===== src/rtl/kyber_pkg.sv =====
// Shared constants and types for the Kyber uniform rejection sampler.
package kyber_pkg;

   localparam int KYBER_N = 256;
   localparam int COEFF_W = 12;
   localparam int DATA_W  = 128;

   localparam logic [COEFF_W-1:0] KYBER_Q = 12'd3329;

   typedef enum logic {
      IDLE = 1'b0,
      RUN  = 1'b1
   } smp_state_t;

endpackage


===== src/rtl/kyber_rej_sampler_if.sv =====
// Squeeze-word input and coefficient output handshakes of the sampler.
interface kyber_rej_sampler_if;
   import kyber_pkg::*;

   logic               valid_in;
   logic [DATA_W-1:0]  data_in;
   logic               data_ready;
   logic [COEFF_W-1:0] coeff_out;
   logic [7:0]         coeff_idx;
   logic               valid_out;
   logic               coeff_ready;

   modport slave (
      input  valid_in, data_in, coeff_ready,
      output data_ready, coeff_out, coeff_idx, valid_out
   );

   modport master (
      output valid_in, data_in, coeff_ready,
      input  data_ready, coeff_out, coeff_idx, valid_out
   );

endinterface


===== src/rtl/kyber_rej_parse.sv =====
// Splits three stream bytes into two 12-bit candidates and flags those below Q.
module kyber_rej_parse
   import kyber_pkg::*;
(
   input  logic [23:0]        trip,
   output logic [COEFF_W-1:0] d1,
   output logic [COEFF_W-1:0] d2,
   output logic               v1,
   output logic               v2
);

   assign d1 = trip[11:0];
   assign d2 = trip[23:12];
   assign v1 = d1 < KYBER_Q;
   assign v2 = d2 < KYBER_Q;

endmodule


===== src/rtl/kyber_rej_sampler.sv =====
// Kyber Parse: 18-byte stream buffer, two candidate slots, coefficient counter.
module kyber_rej_sampler
   import kyber_pkg::*;
(
   input  logic                clk,
   input  logic                reset_n,
   input  logic                start,
   kyber_rej_sampler_if.slave  bus,
   output logic                busy,
   output logic                done
);

   localparam int BUF_W  = DATA_W + 16;
   localparam int WORD_B = DATA_W / 8;

   smp_state_t         state_q, state_d;
   logic [BUF_W-1:0]   sbuf_q, sbuf_d;
   logic [BUF_W-1:0]   shifted;
   logic [4:0]         bcnt_q, bcnt_d;
   logic [4:0]         base;
   logic [COEFF_W-1:0] s1_q, s1_d, s2_q, s2_d;
   logic               s1v_q, s1v_d, s2v_q, s2v_d;
   logic [8:0]         cnt_q, cnt_d;
   logic               done_q, done_d;
   logic               run, word_acc, fire, last;
   logic [COEFF_W-1:0] d1, d2;
   logic               v1, v2;

   kyber_rej_parse u_parse (
      .trip (sbuf_q[23:0]),
      .d1   (d1),
      .d2   (d2),
      .v1   (v1),
      .v2   (v2)
   );

   assign run            = state_q == RUN;
   assign bus.data_ready = run && (bcnt_q <= 5'd2);
   assign bus.valid_out  = run && (s1v_q || s2v_q);
   assign bus.coeff_out  = s1v_q ? s1_q : s2_q;
   assign bus.coeff_idx  = cnt_q[7:0];
   assign word_acc       = bus.valid_in && bus.data_ready;
   assign fire           = bus.valid_out && bus.coeff_ready;
   assign last           = cnt_q == 9'(KYBER_N - 1);
   assign busy           = run;
   assign done           = done_q;

   always_comb begin
      state_d = state_q;
      sbuf_d  = sbuf_q;
      bcnt_d  = bcnt_q;
      s1_d    = s1_q;
      s2_d    = s2_q;
      s1v_d   = s1v_q;
      s2v_d   = s2v_q;
      cnt_d   = cnt_q;
      done_d  = 1'b0;
      shifted = sbuf_q;
      base    = bcnt_q;
      if (start) begin
         state_d = RUN;
         sbuf_d  = '0;
         bcnt_d  = '0;
         s1v_d   = 1'b0;
         s2v_d   = 1'b0;
         cnt_d   = '0;
      end else if (run) begin
         if (fire) begin
            cnt_d = cnt_q + 9'd1;
            if (s1v_q) s1v_d = 1'b0;
            else       s2v_d = 1'b0;
         end
         if (fire && last) begin
            state_d = IDLE;
            done_d  = 1'b1;
            sbuf_d  = '0;
            bcnt_d  = '0;
            s1v_d   = 1'b0;
            s2v_d   = 1'b0;
         end else begin
            // refill only once both slots drain, so a rejected pair costs one cycle
            if (bcnt_q >= 5'd3 && !s1v_d && !s2v_d) begin
               shifted = sbuf_q >> 24;
               base    = bcnt_q - 5'd3;
               s1_d    = d1;
               s2_d    = d2;
               s1v_d   = v1;
               s2v_d   = v2;
            end
            sbuf_d = shifted;
            bcnt_d = base;
            if (word_acc) begin
               sbuf_d = shifted |
                  ({{(BUF_W-DATA_W){1'b0}}, bus.data_in}
                   << {base, 3'b000});
               bcnt_d = base + 5'(WORD_B);
            end
         end
      end
   end

   always_ff @(posedge clk or negedge reset_n) begin
      if (!reset_n) begin
         state_q <= IDLE;
         sbuf_q  <= '0;
         bcnt_q  <= '0;
         s1_q    <= '0;
         s2_q    <= '0;
         s1v_q   <= 1'b0;
         s2v_q   <= 1'b0;
         cnt_q   <= '0;
         done_q  <= 1'b0;
      end else begin
         state_q <= state_d;
         sbuf_q  <= sbuf_d;
         bcnt_q  <= bcnt_d;
         s1_q    <= s1_d;
         s2_q    <= s2_d;
         s1v_q   <= s1v_d;
         s2v_q   <= s2v_d;
         cnt_q   <= cnt_d;
         done_q  <= done_d;
      end
   end

endmodule


===== src/flat_wrapper.sv =====
// flat-port wrapper written by rule: the top's interface ports become plain ports
module kyber_rej_sampler_flat import kyber_pkg::*;
  (clk, reset_n, start, busy, done, bus_valid_in, bus_data_in, bus_coeff_ready, bus_data_ready, bus_coeff_out, bus_coeff_idx, bus_valid_out);
  kyber_rej_sampler_if bus_i ();
  input  logic clk;
  input  logic reset_n;
  input  logic start;
  output logic busy;
  output logic done;
  input wire logic [$bits(bus_i.valid_in)-1:0] bus_valid_in;
  input wire logic [$bits(bus_i.data_in)-1:0] bus_data_in;
  input wire logic [$bits(bus_i.coeff_ready)-1:0] bus_coeff_ready;
  output wire logic [$bits(bus_i.data_ready)-1:0] bus_data_ready;
  output wire logic [$bits(bus_i.coeff_out)-1:0] bus_coeff_out;
  output wire logic [$bits(bus_i.coeff_idx)-1:0] bus_coeff_idx;
  output wire logic [$bits(bus_i.valid_out)-1:0] bus_valid_out;
  assign bus_i.valid_in = bus_valid_in;
  assign bus_i.data_in = bus_data_in;
  assign bus_i.coeff_ready = bus_coeff_ready;
  assign bus_data_ready = bus_i.data_ready;
  assign bus_coeff_out = bus_i.coeff_out;
  assign bus_coeff_idx = bus_i.coeff_idx;
  assign bus_valid_out = bus_i.valid_out;
  kyber_rej_sampler u_core (.clk(clk), .reset_n(reset_n), .start(start), .bus(bus_i), .busy(busy), .done(done));
endmodule

===== config.mk =====
export PLATFORM = sky130hd
export DESIGN_NAME = kyber_rej_sampler_flat
export DESIGN_NICKNAME = d
export VERILOG_FILES = /design/src/rtl/kyber_pkg.sv /design/src/rtl/kyber_rej_sampler_if.sv /design/src/rtl/kyber_rej_parse.sv /design/src/rtl/kyber_rej_sampler.sv /design/src/flat_wrapper.sv
export SDC_FILE = /design/constraint.sdc
export NUM_CORES = 1
export LEC_CHECK = 0
export BUFFER_PORTS_ARGS = -buffer_cell sky130_fd_sc_hd__buf_2
export CAP_MARGIN = 20
export CORE_MARGIN = 3
export CORE_UTILIZATION = 40
export DETAILED_ROUTE_END_ITERATION = 10
export SLEW_MARGIN = 20
export SYNTH_ARGS = -nofsm -noshare
export SYNTH_HDL_FRONTEND = slang
export SYNTH_SLANG_ARGS = --single-unit

===== constraint.sdc =====
create_clock -name clk -period 9.26 [get_ports clk]
set_input_delay 1.389 -clock clk [delete_from_list [all_inputs] [get_ports clk]]
set_output_delay 1.389 -clock clk [all_outputs]
set_load 0.01 [all_outputs]

==> results by group <==
Routing
  – WL final: 58400 um
  – DR iter-0 viols: 1967
  – Drt wl/cell: roughly 28 um
  – Residual DRC: 0
  – Via Count: 14200
  – Drt pass-1 iters: 7
  – Post-route antenna net violation count: 0
  – Vias per inst: 6.84

Hold path
  – Hold crit path type: register to register
  – WHS Path Cells: 2

Worst setup path
  – Worst Path Required: roughly 9.6 ns
  – Kind of critical path: register to register
  – Reg2reg path depth: 12
  – Slowest-stage cell, CP: buf_4
  – Worst setup EP type: register
  – Largest stage delay, worst path: roughly 0.8 ns
  – Cell mode on critical path: buf_4
  – RR Endpoint: u_core.sbuf_q[119]$_DFFE_PN0P_
  – Setup slack, reg-to-reg: around 4.0 ns
  – Worst reg2reg startpoint: u_core.bcnt_q[1]$_DFFE_PN0P_
  – Crit path max fanout: 57
  – Critical path origin: u_core.bcnt_q[1]$_DFFE_PN0P_
  – Worst EP arrival: 5.60 ns
  – Worst-path cell chain: buf_4 > ha_2 > buf_4 > inv_1 > nor3_4 > buf_4 > nor2_4 > buf_4 > nor2_2 > a22oi_1 > o21ai_1 > a221o_1
  – Critical Path Sink: u_core.sbuf_q[119]$_DFFE_PN0P_
  – Startpoint Class: register

Timing
  – Layout Skew: 0.0157 ns
  – Fmax: 190 MHz
  – Final setup viols: 0
  – Setup repair after global routing missed its margin: false
  – Period utilization: a little under three fifths
  – Final Critical Period: 5.27 ns
  – Slack of the critical path: 3.99 ns
  – Worst Tran Pin Value: 1.23 ns
  – Sum of negative setup slack: 0 ns
  – Final hold vios: 0
  – Max_slew headroom: roughly 18%
  – Slew Limit Fails: 0

Synthesis
  – Avg Inst Size Synth: roughly 9.1 um2
  – Number of synthesized register bits: 186
  – Synth area leader: dfrtp_1
  – Mux contribution to synthesized area: 19.4%
  – Xor and xnor area share after synthesis: less than 1%
  – Main combinational cell family by area after synthesis: compound AO/OA/AOI/OAI gates
  – Synth async-reset ratio: between 90% and 100%
  – Cell area after synthesis: 14100 um2
  – Post-synthesis simple-gate area fraction: between 10% and 20%
  – Prevailing post-synth register cell: dfrtp_1
  – Synth warn: 0
  – Synth Area in Compound Gates: 28.0%
  – Post-synth EDFFs: 0
  – Post-synthesis sequential area ratio: 33.1%
  – Ranking of synthesized cells by area: dfrtp_1, mux2i_1, mux2_2
  – Post-Syn Nets: 1685
  – Adder-Cell Fraction of Synth Area: 0.356%
  – Synth unique cells: 78
  – Post-Synthesis Cells: 1548
  – Share of the synthesized area in the top cell type: 33.1%

Clocking
  – Clk_lat worst skew: 0.45 ns
  – CTS root buffer: clkbuf_16
  – Resized cells post-CTS: 0
  – TritonCTS Buffers: 17
  – Post-CTS Setup Inserts: 0
  – Post-CTS Hold Buffers: 0
  – Clock slew at the register clock pins of the worst setup and hold paths: 0.08 ns
  – Depth of the CTS H-tree: 4
  – Max Root-Sink Buffers: 2
  – Clock sink count: 186
  – CTS tree: built

Global routing
  – GRT overflow: 0
  – First-pass GRT wire length: 88400 um
  – Total track usage: between 30% and 40%
  – Pin count of the biggest net entering global routing: 116
  – Initial antenna violation count: 3
  – Vias in the first global route: between 10000 and 15000

Layout
  – Diodes inserted: 0
  – Proportion of layout cells with a drive suffix above 1: 20.8%
  – Area Growth Syn to Fin: 10.8%
  – Fin nets: ~1700
  – Commonest non-fill, non-tap cell in the layout: dfrtp_1
  – Most frequent cells in the layout: dfrtp_1, nand2_1, buf_2
  – Final Non-Filler Cells: 2068

Pwr
  – Leakage: 6.95 nW
  – IR drop worst, VDD: 0.384 mV
  – Final Total Pwr: 7.12 mW
  – Power per cell area: roughly 460 nW/um2

Floorplan
  – Boundary pin count: 157
  – DIE AREA: 37400 um2
  – Core area: 34600 um2
  – Die Width: 193 um
  – Num rows: 68
  – Initial Util: 40.6%
  – Die Height: 193 um

Outcome
  – Outcome: completed

Placed design
  – Post-place setup slack: ~3.9 ns
  – Input/output buffers: roughly 160
  – RePlAce Congestion: 0.963
  – Placed insts: about 2000
  – Detailed placer's ending HPWL: 39400 um

Run
  – Number of max-cap violations: 0
-- how the worst min path moves through the flow --
stage	start	endpoint
after floorplan	u_core.sbuf_q[24]$_DFFE_PN0P_	u_core.sbuf_q[24]$_DFFE_PN0P_
after detailed placement	u_core.sbuf_q[26]$_DFFE_PN0P_	u_core.sbuf_q[26]$_DFFE_PN0P_
after CTS	u_core.sbuf_q[25]$_DFFE_PN0P_	u_core.sbuf_q[25]$_DFFE_PN0P_
after global placement	u_core.sbuf_q[30]$_DFFE_PN0P_	u_core.sbuf_q[30]$_DFFE_PN0P_
after global routing	u_core.s1_q[1]$_DFFE_PN0P_	u_core.s1_q[1]$_DFFE_PN0P_
final	u_core.sbuf_q[28]$_DFFE_PN0P_	u_core.sbuf_q[28]$_DFFE_PN0P_
-- per-layer routing --
metal	vias up	track usage, %	wire (um)
li1	6060	-	-
met1	6972	41.0	23600
met2	900	46.4	25900
met3	214	6.48	5770
met4	4	14.1	3210
met5	-	0	21
-- worst max-delay path, delay by kind of cell, from the launching register on --
kind	cells	cell delay, ns
buffers and inverters	5	2.18
AOI/OAI and AO/OA	3	0.96
adders and majority gates	1	0.44
DFF	1	0.34
and+or+nand+nor	3	1.15
-- power breakdown --
group	internal, mW	switching, mW	leakage (nW)	total, mW
combinational	1.74	3.37	4.12	5.12
clock	0.371	0.378	0.288	0.749
sequential	1.06	0.201	2.54	1.26
total	3.17	3.95	6.95	7.12
-- per-stage QoR --
step	utilization, %	instance area (um2)	hold slack (ns)
floorplan	-	14100	0.450
global placement	43.3	15000	0.466
detailed placement	43.3	15000	0.482
CTS	45.0	15600	0.495
global route	45.0	15600	0.518
finish	45.0	15600	0.494
-- flip-flops by register name, indices dropped and copies added, names as in the netlist --
signal / count
u_core.bcnt_q: 5
u_core.sbuf_q: 144
u_core.busy: 1
u_core.cnt_q: 9
u_core.s2_q: 12
u_core.s1v_q: 1
u_core.done: 1
u_core.s1_q: 12
u_core.s2v_q: 1
-- cells by family (layout without fill, tap and decap cells) --
family,count (synthesis),after routing
xor gates and xnor gates,7,7
AOI/OAI and AO/OA,550,550
muxes,243,243
DFF,186,186
and+or+nand+nor,395,395
buffers and inverters,163,228
adders and majority gates,4,4
-- cell usage after synthesis, types with 5 or more instances --
cell type / instances
o31ai_1: 9
o21ai_0: 59
a21o_1: 17
a221o_1: 30
and3_1: 20
o21a_1: 7
xor2_1: 5
dfrtp_1: 186
o211ai_1: 26
nand4_1: 5
a32o_1: 5
a31oi_1: 14
nor2_1: 70
buf_4: 19
buf_1: 10
a21oi_1: 75
o2bb2ai_1: 12
a311oi_1: 6
nor2_2: 6
inv_1: 14
o22ai_1: 13
mux4_2: 16
a211o_1: 9
mux2i_1: 148
buf_2: 51
a221oi_1: 17
nor2b_1: 13
a22o_1: 37
nand3_1: 50
mux2_2: 71
clkbuf_1: 65
nand2_1: 186
a22oi_1: 70
and2_1: 7
o221ai_1: 11
a222oi_1: 17
o21ai_1: 50
mux2_1: 8
nor3_1: 9
a211oi_1: 42
-- cell type report --
cell class | instances | area, um2
inverters | 14 | 52.6
multi-input cells | 1199 | 8710
clock inverters | 13 | 155
repair buffers | 182 | 997
flip-flops and latches | 186 | 4660
well taps | 455 | 569
clock buffers | 19 | 443
fillers | 3418 | 19000
(Power assumes the default switching activity.)
